--- config.mk ---
export PLATFORM = sky130hd
export DESIGN_NAME = bsg_fifo_1r1w_rolly_count
export DESIGN_NICKNAME = d
export VERILOG_FILES = /design/src/rtl/bsg_fifo_1r1w_rolly_count.sv
export SDC_FILE = /design/constraint.sdc
export NUM_CORES = 1
export LEC_CHECK = 0
export ABC_AREA = 1
export CAP_MARGIN = 20
export CORE_MARGIN = 2
export CORE_UTILIZATION = 55
export DETAILED_ROUTE_END_ITERATION = 8
export DONT_BUFFER_PORTS = 1
export PLACE_DENSITY = 0.69
export SLEW_MARGIN = 40
export SYNTH_ARGS = -nofsm -noshare
export SYNTH_HDL_FRONTEND = slang
export SYNTH_SLANG_ARGS = --single-unit
--- constraint.sdc ---
create_clock -name clk_i -period 5.8 [get_ports clk_i]
set_input_delay 1.74 -clock clk_i [delete_from_list [all_inputs] [get_ports clk_i]]
set_output_delay 1.74 -clock clk_i [all_outputs]
set_load 0.02 [all_outputs]
--- src/rtl/bsg_fifo_1r1w_rolly_count.sv ---
// Speculative FIFO with a read checkpoint (rcptr) and a write commit pointer
// (wcptr). It can retire several read entries per cycle, reports occupancy,
// raises a programmable almost-full flag and latches a sticky over-dequeue
// error. Pointers carry a lap bit and use modulo 2*els_p arithmetic, so
// els_p does not have to be a power of two.
module bsg_fifo_1r1w_rolly_count #(
    parameter int width_p              = 8,
    parameter int els_p                = 4,
    parameter int deq_max_p            = 1,
    parameter int almost_full_thresh_p = els_p - 1,
    parameter int ready_THEN_valid_p   = 0,
    localparam int cnt_w               = $clog2(els_p + 1),
    localparam int deq_w               = $clog2(deq_max_p + 1)
) (
    input  logic               clk_i,
    input  logic               reset_i,
    input  logic               clr_v_i,
    input  logic               deq_v_i,
    input  logic [deq_w-1:0]   deq_cnt_i,
    input  logic               rollback_v_i,
    input  logic               commit_not_drop_v_i,
    input  logic               commit_not_drop_i,
    input  logic [width_p-1:0] data_i,
    input  logic               v_i,
    output logic               ready_o,
    output logic [width_p-1:0] data_o,
    output logic               v_o,
    input  logic               yumi_i,
    output logic [cnt_w-1:0]   avail_cnt_o,
    output logic [cnt_w-1:0]   used_cnt_o,
    output logic               almost_full_o,
    output logic               deq_err_o
);

    localparam int pw = $clog2(2 * els_p);
    localparam int ew = pw + 1;
    localparam int iw = $clog2(els_p);
    localparam logic [ew-1:0] span = ew'(2 * els_p);

    // Advance a pointer by n slots, wrapping at 2*els_p.
    function automatic logic [pw-1:0] ptr_add(input logic [pw-1:0] p, input logic [pw-1:0] n);
        logic [ew-1:0] s;
        s = {1'b0, p} + {1'b0, n};
        if (s >= span) s = s - span;
        return s[pw-1:0];
    endfunction

    // Forward distance from b to a, always in 0..els_p for legal states.
    function automatic logic [pw-1:0] ptr_dist(input logic [pw-1:0] a, input logic [pw-1:0] b);
        logic [ew-1:0] d;
        if (a >= b) d = {1'b0, a} - {1'b0, b};
        else        d = {1'b0, a} + span - {1'b0, b};
        return d[pw-1:0];
    endfunction

    // Strip the lap from a pointer to get the storage slot.
    function automatic logic [iw-1:0] ptr_idx(input logic [pw-1:0] p);
        logic [pw-1:0] i;
        i = (p >= pw'(els_p)) ? p - pw'(els_p) : p;
        return i[iw-1:0];
    endfunction

    logic [width_p-1:0] mem [els_p];

    logic [pw-1:0] rptr, rcptr, wptr, wcptr;
    logic [pw-1:0] rptr_n, rcptr_n, wptr_n, wcptr_n;
    logic [pw-1:0] rd_dist, used, avail, eff_cnt;
    logic          drop, commit, enq, yumi_eff, over_deq;

    assign rd_dist = ptr_dist(rptr, rcptr);
    assign used    = ptr_dist(wptr, rcptr);
    assign avail   = ptr_dist(wcptr, rptr);

    assign drop     = commit_not_drop_v_i & ~commit_not_drop_i;
    assign commit   = commit_not_drop_v_i & commit_not_drop_i;
    assign over_deq = deq_v_i & (int'(deq_cnt_i) > int'(rd_dist));

    assign ready_o  = ~clr_v_i & ~drop & (int'(used) < els_p);
    assign enq      = (ready_THEN_valid_p != 0) ? v_i : (v_i & ready_o);
    assign v_o      = ~rollback_v_i & (avail != '0);
    assign yumi_eff = yumi_i & v_o;

    assign data_o        = mem[ptr_idx(rptr)];
    assign avail_cnt_o   = cnt_w'(avail);
    assign used_cnt_o    = cnt_w'(used);
    assign almost_full_o = (int'(used) >= almost_full_thresh_p);

    // Retire only what was read before this cycle; excess requests are clipped.
    always_comb begin
        eff_cnt = '0;
        if (deq_v_i) begin
            if (over_deq) eff_cnt = rd_dist;
            else          eff_cnt = pw'(deq_cnt_i);
        end
    end

    // Next pointer values: clr beats commit/drop, rollback beats yumi.
    always_comb begin
        rcptr_n = ptr_add(rcptr, eff_cnt);
        rptr_n  = rptr;
        wptr_n  = wptr;
        wcptr_n = wcptr;
        if (rollback_v_i)  rptr_n = rcptr_n;
        else if (yumi_eff) rptr_n = ptr_add(rptr, pw'(1));
        if (clr_v_i)       wptr_n = rptr_n;
        else if (drop)     wptr_n = wcptr;
        else if (enq)      wptr_n = ptr_add(wptr, pw'(1));
        if (clr_v_i)       wcptr_n = rptr_n;
        else if (commit)   wcptr_n = ptr_add(wptr, pw'(enq));
    end

    // Pointer registers.
    always_ff @(posedge clk_i) begin
        if (reset_i) begin
            rptr  <= '0;
            rcptr <= '0;
            wptr  <= '0;
            wcptr <= '0;
        end else begin
            rptr  <= rptr_n;
            rcptr <= rcptr_n;
            wptr  <= wptr_n;
            wcptr <= wcptr_n;
        end
    end

    // Storage write at the uncommitted write pointer.
    always_ff @(posedge clk_i) begin
        if (enq) mem[ptr_idx(wptr)] <= data_i;
    end

    // Sticky over-dequeue flag, cleared only by reset.
    always_ff @(posedge clk_i) begin
        if (reset_i)       deq_err_o <= 1'b0;
        else if (over_deq) deq_err_o <= 1'b1;
    end

endmodule

# Word level (Yosys, flattened, before mapping)
# Memories as Yosys holds them, arrays and structs flattened.
# Index checks and enable logic that the tools add are counted.
# W data, S select, Z words.
totals:
  reg_bits: 13
  in_bits: 18
  memories: 1
  ramBits: 32
classes:
  n_reduce_logical: 3
  order_cmp: 12
  bitwise_logic: 12
  muxes: 20
  n_addsub: 19
mem_list:
  columns: ["memory", "words", "width", "rd", "rd_clocked_by_memory_dff", "write_ports", "line", "text"]
  rows:
  - ["mem", 4, 8, 1, 0, 1, "63", "logic [width_p-1:0] mem [els_p];"]
ops:
  columns: ["op", "n"]
  rows:
  - ["$mux W3", 16]
  - ["$sub A3 B3 Y3", 6]
  - ["$ge A4 B4 Y1 const B", 4]
  - ["$sub A3 B1 Y3 const B", 4]
  - ["$add A3 B1 Y3 const B", 3]
  - ["$ge A3 B3 Y1", 3]
  - ["$add A3 B1 Y4 const B", 2]
  - ["$and A1 B1 Y1", 8]
  - ["$ge A3 B3 Y1 const B", 2]
  - ["$reduce_bool A3 Y1", 2]
  - ["$add A3 B1 Y4", 1]
  - ["$add A3 B3 Y4", 1]
  - ["$mux W2", 2]
  - ["$not A1 Y1", 4]
  - ["$sub A2 B1 Y2 const B", 2]
  - ["$ge A3 B2 Y1 const B", 1]
  - ["$gt A1 B3 Y1", 1]
  - ["$lt A3 B3 Y1 const B", 1]
  - ["$mux W1", 2]
  - ["$reduce_bool A2 Y1", 1]

# Longest topological paths before layout
logic_depth:
  depth_word: 12
  ltp_mapped: 18
  ltp_nobuf: 16

# Worst setup path after synthesis
# OpenSTA, ideal clock, no wires.
synth_path:
  path_type: "in2out"
  startpoint: "input port clr_v_i"
  endpoint: "output port ready_o"
  required_ns: 4.060
  t_arrival_ns: 2.416
  cell_stages: 2
  path_buffers: 1
  setup_slack_ns: 1.644
  cell_sequence: "buf_2 -> nor3_1"
synth_via:
  elab_chain_cells: 3
synth_lines:
  columns: ["element", "line", "text"]
  rows:
  - ["from (decl)", "17", "input logic clr_v_i,"]
  - ["$not A1 Y1", "78", "assign ready_o = ~clr_v_i & ~drop & (int'(used) < els_p);"]
  - ["$and A1 B1 Y1 (2 in series)", "78", null]
  - ["to (decl)", "25", "output logic ready_o,"]
# Every way passes these cells.

# Final worst setup path
layout_path:
  startpoint: "register wptr[0]"
  endpoint: "output port almost_full_o"
layout_via:
  elab_chain_cells: 4
  elab_cells_between_ends: 6
  cone_classes: "add/sub (3); order compare (2); mux (1)"
layout_lines:
  columns: ["element", "line", "text"]
  rows:
  - ["from (decl)", "65", "logic [pw-1:0] rptr, rcptr, wptr, wcptr;"]
  - ["from (signal assigned)", "122", "wptr <= wptr_n;"]
  - ["$add A3 B1 Y3", "52", "else d = {1'b0, a} + span - {1'b0, b};"]
  - ["$sub A3 B3 Y3", "52", null]
  - ["$mux W3 *", "51", "if (a >= b) d = {1'b0, a} - {1'b0, b};"]
  - ["named net used_cnt_o[2]", "30", "output logic [cnt_w-1:0] used_cnt_o,"]
  - ["$ge A3 B2 Y1 *", "86", "assign almost_full_o = (int'(used) >= almost_full_thresh_p);"]
  - ["to (decl)", "31", "output logic almost_full_o,"]
# The timed path passes the listed nets; every way through them passes the cells marked *.

==> metrics.cfg <==
[worst_setup_path]
crit_buf_inv = 3
worstRegToRegCells = 14
cp_cell_sequence = inv_1 -> ha_1 -> inv_1 -> fa_1 -> xnor2_1 -> xor2_1 -> inv_2 -> nand2_1
crit_type = flop to output port
r2r_start = rptr[0]$_SDFF_PP0_
endpoint = almost_full_o
crit_start = wptr[0]$_SDFFE_PP0P_
worstPathArrival_ns = 2.41
cp.required_ns = 4.06
cp_max_fo = 6
critical_path_depth = 8
worst_r2r_endpoint = wcptr[1]$_SDFFE_PP0P_
max_stage_delay_ns = 0.51
path_delay_family = XOR/XNOR gates
critical_path.endpoint_type = output port
cpMaxStageDelayCell = xor2_1
crit_top_cell = inv_1
r2r_slack_ns = 1.65
critPathLaunchType = flop

[global_route]
grt-ovfl-total = 0
grt_pass1_vias = 1446
antenna_found_initial = 0
grt_pass1_wl_um = 6580
grt_max_degree = 21
grt_use_total_pct = 19.9

[sta]
fin_skew_ns = 0.00640
setup_viol = 0
clock.fmax_ghz = 0.241
final_hold_viol_count = 0
tightestPinTransition_ns = 0.786
fin_crit_ns = 4.15
slew_headroom_pct = 47.4
slew_viol_final = 0
min_period_over_period_pct = 71.6
setup_tns_ns = 0
rsz0062_at_grt = false

[pwr]
total_power_mw = 0.797
leakage_nw = 0.985
p_per_area_nw_per_um2 = 331
vdd_drop_max_mv = 0.175

[yosys]
syn-num-nets = 268
synth.avg_cell_area_sq_um = 9.81
yosysWarnings = 0
synthCells = 233
yosysSeqAreaShare_pct = 53.5
syn-cell-area_sq_um = 2280
ys_types = 27
ys_ff_latch = 45

[outcome]
status = completed

[cells_and_area]
drive_above_1_share_pct = 8.94
syn2layout_area_growth_pct = 5.37
nNetsFinal = 269
n_antenna_cell = 0

[clock_tree]
clk-insertion-delay-late_ns = 0.29
cts-root-buf = clkbuf_8
cts_setup_buffers = 0
cts_resized = 0
clk_pin_slew_worst_paths_ns = 0.08
numCtsBuffers = 5
cts.path.max_buffers = 2
hold_buffers = 0
cts.sinks = 45
htree_num_levels = 2
cts_tree = done

[floorplanning]
core_area_sq_um = 4000
fp.dieArea_sq_um = 4690
die_y_um = 68.5
io_pins = 36
start_util_pct = 57.1
die_x_um = 68.5
fp-row-count = 23

[placement]
port-buffer-count = 0
dp_hpwl_um = 3010
globalplace.congestion = 0.818

[drt]
wirelength_um = 4170
ant_nets = 0
wl_per_cell_um = 14.6
via_per_inst = 5.28
first_iter_violations = 149
drc = 0
vias = 1504
first_pass_iters = 4

[run]
maxCapViolCount = 0

[min_path]
min_from = wcptr[1]$_SDFFE_PP0P_
hold_class = flop to flop

## sequential cells by signal, summed over array words and instances, names as in the netlist
register,flops
rcptr,3
wcptr,3
mem,32
rptr,3
deq_err_o,1
wptr,3
## where the power goes
group / switching, mW / internal [mW]
Sequential: 0.0255 / 0.365
Clock: 0.101 / 0.0852
Combinational: 0.154 / 0.0663
Total: 0.281 / 0.516
## per-layer routing
layer	up-vias	global-route usage, %	wire length (um)
met5	-	0	0
met4	0	9.75	84
met3	8	4.61	213
met2	30	33.8	2070
met1	690	23.4	1800
li1	776	-	-
## final cells by class
cell class              instances  area (sq um)
fillers                       332          1590
well taps                      50          62.6
inverters                      39           146
flip-flops and latches         45          1220
clock buffers                   7          76.3
multi-input cells             143           893
clock inverters                 1          7.51
## cells in the final DEF (no fill, tap or decap)
cell type,Yosys,routed
a21oi_1,9,9
nand3_4,1,1
nand2_1,25,25
o21ai_2,2,2
nand3_1,9,9
o21ai_1,3,3
nand4_1,2,2
clkbuf_8,0,5
o22ai_1,8,8
inv_2,5,5
fa_1,4,4
o21ai_0,25,25
nor3_1,1,1
edfxtp_1,32,32
clkbuf_1,5,2
conb_1,1,1
nor2_4,2,2
nor2_1,26,26
xnor2_1,2,2
nor4_1,1,1
inv_1,34,34
or2_2,2,2
clkinvlp_4,0,1
dfxtp_1,13,13
a21oi_2,2,2
nand2_4,1,1
xor2_1,4,4
ha_1,13,13
## worst min-delay path: stages (launching register included)
cell	delay, ns
dfxtp_1	0.32
o21ai_0	0.16
a21oi_1	0.05
## worst min path at each step
stage,endpoint,cells after the start
after floorplan,wcptr[1]$_SDFFE_PP0P_,2
after CTS,wcptr[1]$_SDFFE_PP0P_,2
after global routing,wcptr[1]$_SDFFE_PP0P_,2
after detailed placement,wcptr[1]$_SDFFE_PP0P_,2
final,wcptr[1]$_SDFFE_PP0P_,2
after global placement,wcptr[1]$_SDFFE_PP0P_,2
## per-stage QoR
| stage | hold WS [ns] | area [sq um] | std cells | utilization (%) | worst slack [ns] |
|---|---|---|---|---|---|
| after global placement | 0.531 | 2320 | 277 | 58.1 | 1.71 |
| after floorplan | 0.501 | 2280 | 233 | - | 1.64 |
| after CTS | 0.570 | 2410 | 285 | 60.2 | 1.63 |
| after detailed placement | 0.559 | 2320 | 277 | 58.1 | 1.68 |
| after global routing | 0.611 | 2410 | 285 | 60.2 | 1.25 |
| final | 0.572 | 2410 | 285 | 60.2 | 1.65 |
## cell usage after synthesis
cell type	n	area (sq um)
o21ai_0	25	125
nor2_4	2	22.5
nor3_1	1	5.00
nand3_1	9	45.0
clkbuf_1	5	18.8
nor2_1	26	97.6
ha_1	13	163
o22ai_1	8	50.1
fa_1	4	80.1
o21ai_2	2	17.5
a21oi_2	2	17.5
o21ai_1	3	15.0
xor2_1	4	35.0
inv_1	34	128
buf_2	1	5.00
edfxtp_1	32	961
nand3_4	1	17.5
conb_1	1	3.75
inv_2	5	18.8
a21oi_1	9	45.0
nor4_1	1	6.26
dfxtp_1	13	260
xnor2_1	2	17.5
or2_2	2	12.5
nand4_1	2	12.5
nand2_4	1	11.3
nand2_1	25	93.8
## cell families (layout without fill, tap and decap cells)
| group | after synthesis | count (layout) | synth area share [%] |
|---|---|---|---|
| xor gates and xnor gates | 6 | 6 | 2.30 |
| other | 1 | 1 | 0.164 |
| DFF | 45 | 45 | 53.5 |
| and+or+nand+nor | 70 | 70 | 14.2 |
| AOI/OAI and AO/OA | 49 | 49 | 11.8 |
| adders and majority gates | 17 | 17 | 10.6 |
| buffers and inverters | 45 | 47 | 7.45 |
(Power assumes the default switching activity.)
==> edit 1 (same flow settings) <==
Change the parameter `width_p` from 8 to 6.
--- a/src/rtl/bsg_fifo_1r1w_rolly_count.sv
+++ b/src/rtl/bsg_fifo_1r1w_rolly_count.sv
@@ -6,3 +6,3 @@
 module bsg_fifo_1r1w_rolly_count #(
-    parameter int width_p              = 8,
+    parameter int width_p              = 6,
     parameter int els_p                = 4,
Ports: changed (resized data_i and data_o); port bits go from 36 to 32. No check against the original RTL was run, so the function may have changed too.
==> edit 1 against the unedited design <==
Sequential power down 17%; clock skew up 0.0043 ns; via count down 5.7%; die area down 12%; setup slack worse by 0.041 ns; sequential cell count down 8; synthesized area down 13%; wire length down 6.9%; clock power up 22%; largest cell class unchanged; critical path type unchanged; utilization up 2.3 points; design area down 11%; power down 4.4%; critical path depth unchanged.
==> edit 1: results (changes against the unedited design) <==
first-pass GRT wire length 6.617 mm (+0.64%); largest net degree at the start of global routing 17 (-19%); number of synthesized flops with an enable pin 24 (-25%); Via density 5.412 (+2.6%); Mapped Nets 245 (-8.6%); DR pass1 iterations 4 (unchanged); register area share after synthesis 0.4934 (-0.04111); Largest register FFs 24 (-25%); fraction of layout cells with a size suffix above 1 0.1019 (+0.01249); H-tree depth 2 (unchanged); Leak Pwr 0.9100 nW (-7.6%); Inserted Diodes 0 (unchanged); r2r endpoint wptr[1]; dpl hpwl 2.908 mm (-3.5%); Worst R2R Path Depth 16 (+2); CTS root buf clkbuf_4; run status complete, no violations; starting DRC count in detailed routing 52 (-65%); r2r setup slk 1.94 ns (+0.29 ns); Relative slew margins 0.5160 (+0.04161); total CTS buffers 5 (unchanged); pre-CTS WS 1.671 ns (-0.01194 ns); crit path DAT 2.45 ns (+0.04 ns); Clk pin slew, worst setup/hold paths 0.12 ns (+0.04 ns); top cells by area, synth edfxtp_1 (36%), dfxtp_1 (13%), ha_1 (8.2%), inv_1 (6.2%), o21ai_0 (5.5%); clock insertion delay at the later pin of the skew report 0.35 ns (+0.06 ns); post-synthesis cell type count 29 (+7.4%); Commonest cells post-synth inv_1 (33), nand2_1 (26), edfxtp_1 (24); vias in the first global route 1456 (+0.69%); gpl congestion 0.7920 (-3.1%); Clock Skew 0.01072 ns (+0.004329 ns); CP max stage delay 0.52 ns; Hold Worst Slack 0.5517 ns (-0.02011 ns); delay-heaviest family, CP XOR/XNOR gates; YS warnings 0 (unchanged); maximum vdd drop 0.1949 mV (+11%); Post-Route WL 3.884 mm (-6.9%); Tot GR Track Use 0.2131 (+0.01447)
edit 1: area by class of cell:
type | count | area (sq um)
fillers | 324 | 1282
flip-flops and latches | 37 | 980.9
multi-input cells | 134 | 849.6
inverters | 37 | 138.9
clock inverters | 3 | 68.82
well taps | 46 | 57.56
clock buffers | 5 | 37.54
edit 1: per-layer routing:
metal / track usage / share of wire / wire, microns / vias to the layer above
li1: - / - / - / 699
met1: 0.2294 / 0.41 / 1597 / 679
met2: 0.4102 / 0.53 / 2055 / 34
met3: 0.05282 / 0.048 / 185 / 6
met4: 0.05585 / 0.012 / 46 / 0
met5: 0 / 0 / 0 / -
edit 1: worst min-delay path, stage by stage (launching register included):
cell and delay [ns]:
dfxtp_1 0.33, o21ai_0 0.15, a21oi_1 0.04
edit 1: logic make-up after synthesis:
logic type,synth area share
buf+inv,0.07929
other cells,0.001886
compound gates,0.1196
simple gates,0.1573
xor+xnor,0.02643
flops,0.4934
fa+ha+maj,0.1221
edit 1: worst max path at each step:
stage / start / endpoint / slack, ns / cells after the start
after floorplan: clr_v_i / ready_o / 1.65 / 2
final: wptr[0] / almost_full_o / 1.61 / 8
after global placement: commit_not_drop_v_i / ready_o / 1.67 / 3
after global routing: wptr[0] / almost_full_o / 1.44 / 8
after detailed placement: commit_not_drop_v_i / ready_o / 1.67 / 3
after CTS: wptr[0] / almost_full_o / 1.57 / 8
edit 1: power breakdown:
part / switching [W] / internal (W) / total (W)
logic: 0.000148 / 0.0000636 / 0.000212
clock network: 0.0000916 / 0.000136 / 0.000227
registers: 0.0000240 / 0.000299 / 0.000323
edit 1: per-stage QoR:
step	cell area (sq um)	util	instances
after floorplan	1988	-	212
after global placement	2027	0.5934	254
after detailed placement	2027	0.5934	254
after CTS	2133	0.6245	262
after global routing	2133	0.6245	262
final	2133	0.6245	262
==> edit 2 (same settings) <==
Made on the original files. Make the reset (`reset_i`) asynchronous in 2 clocked blocks.
--- a/src/rtl/bsg_fifo_1r1w_rolly_count.sv
+++ b/src/rtl/bsg_fifo_1r1w_rolly_count.sv
@@ -112,3 +112,3 @@
     // Pointer registers.
-    always_ff @(posedge clk_i) begin
+    always_ff @(posedge clk_i or posedge reset_i) begin
         if (reset_i) begin
@@ -132,3 +132,3 @@
     // Sticky over-dequeue flag, cleared only by reset.
-    always_ff @(posedge clk_i) begin
+    always_ff @(posedge clk_i or posedge reset_i) begin
         if (reset_i)       deq_err_o <= 1'b0;
Behaviour: differs if reset_i is asserted again (counterexample within 4 cycles, from zero or initial values and one cycle with reset_i high); with reset_i held inactive, the same outputs for 4 cycles.
==> edit 2 against the unedited design <==
Hold slack got worse by 0.016 ns; design area increased by 3.7%; setup slack better by 0.025 ns; first-iteration DRC count decreased by 23%; sequential share of layout area up 0.78 points; synthesized cell count is 5.6% lower; synthesized area grew 1.2%; clock skew about the same; sequential cell count unchanged; wire length up 4.9%; critical path type unchanged; critical endpoint unchanged.
Power is not compared: it rests on default switching activity, and its combinational part moved more than twofold at a synthesized area within 25%.
==> edit 2: results (changes against the unedited design) <==
filler instances 328 (-1.2%); Relative slew margins 0.4572 (-0.01719); dpl hpwl 3.212 mm (+6.7%); post-synthesis compound-gate area fraction 0.1131 (-0.005196); WHS Endpoint wcptr[1]; met2 WL 2.337 mm (+13%); met3 wire length 260 microns (+22%); delay-heaviest family, CP XOR/XNOR gates; met3 usage 0.06331 (+0.01726); crit path DAT 2.39 ns (-0.02 ns); r2r endpoint wcptr[1]; starting DRC count in detailed routing 115 (-23%); CP max stage cell dfrtp_1; nets 258 (-4.1%); Critical R2R Launch rptr[0]; first-pass GRT wire length 6.679 mm (+1.6%); M2 GR Usage 0.3690 (+0.03125); wl on met1 1.726 mm (-4.3%); CP max stage delay 0.46 ns (-0.05 ns); Mapped Nets 255 (-4.9%); largest net degree at the start of global routing 21 (unchanged); Inserted Diodes 0 (unchanged); vias in the first global route 1475 (+2.0%); Synth Area in Adders 0.1050 (-0.001265); r2r setup slk 1.82 ns (+0.17 ns); maximum vdd drop about 0.39 mV; XOR/XNOR Fraction of Synth Area 0.02543 (+0.002432); top cells by area, synth edfxtp_1 (42%), dfrtp_1 (14%), ha_1 (7.0%), inv_1 (6.0%), nor2_1 (4.5%); final instance area 2497 sq um (+3.7%); post-synthesis cell type count 28 (+3.7%); fraction of layout cells with a size suffix above 1 0.1027 (+0.01332); Via density 5.566 (+5.5%); Hold Crit Start wcptr[1]; run status complete, no violations; DP Cell Count 266 (-4.0%); Cells after Synth 220 (-5.6%); total CTS buffers 5 (unchanged); asr flop ratio synth 0.2889 (+0.2889); Clock Skew 0.006401 ns (+0.000004580 ns); Commonest cells post-synth inv_1 (37), edfxtp_1 (32), nor2_1 (28); Post-Route WL 4.376 mm (+4.9%); DR WL/cell 15.97 microns (+9.1%); Pint 0.0008105 W; Tot GR Track Use 0.2029 (+0.004277); Worst R2R Path Depth 15 (+1); GRT met1 Usage 0.2233 (-0.01110); Max FO, Critical Path 6 (unchanged); register area share after synthesis 0.5563 (+0.02178); gpl congestion 0.9288 (+14%); Cell Area, Placed 2360 sq um (+1.6%)
## edit 2: changes by cell type in the layout (fill, tap and decap cells not counted), sizes merged, moves of 2 or more
cell / unedited run / this run
dfxtp: 13 / 0
o211ai: 0 / 3
nand2: 26 / 23
o21ai: 30 / 19
dfrtp: 0 / 13
clkbuf: 7 / 5
bufinv: 0 / 2
## edit 2: power groups by stage
stage | clock network, W | registers [W] | logic, W
floorplan | 0 | 0.000466 | 0.000630
global placement | 0 | 0.000504 | 0.000698
detailed placement | 0 | 0.000509 | 0.000725
CTS | 0.000285 | 0.000502 | 0.000727
global route | 0.000299 | 0.000513 | 0.000807
finish | 0.000281 | 0.000502 | 0.000721
## edit 2: worst max path at each step
stage / startpoint / endpoint / slack [ns] / cells past startpoint
after floorplan: commit_not_drop_v_i / ready_o / 1.85 / 3
after global placement: commit_not_drop_v_i / ready_o / 1.83 / 3
after detailed placement: commit_not_drop_v_i / ready_o / 1.82 / 3
after CTS: wptr[0] / almost_full_o / 1.64 / 7
after global routing: rptr[0] / wcptr[2] / 1.45 / 15
final: wptr[0] / almost_full_o / 1.67 / 7
## edit 2: cell type report
type / count / share of cell area
Tap cell: 50 / 0.02505
Clock inverter: 3 / 0.02756
Inverter: 37 / 0.05561
Clock buffer: 5 / 0.02756
Multi-Input combinational cell: 134 / 0.3492
Sequential cell: 45 / 0.5150
## edit 2: per-stage QoR
stage / total power [W] / hold slack (ns)
finish: 0.001505 / 0.5559
global route: 0.001618 / 0.6197
CTS: 0.001515 / 0.5674
detailed placement: 0.001235 / 0.5483
global placement: 0.001202 / 0.5269
floorplan: 0.001095 / 0.4945
## edit 2: logic make-up after synthesis
logic type	Yosys count
AO/OA/AOI/OAI	43
XOR/XNOR	5
adder cells (fa/ha/maj)	17
buffers and inverters	41
flip-flops	45
other	1
AND/OR/NAND/NOR	68
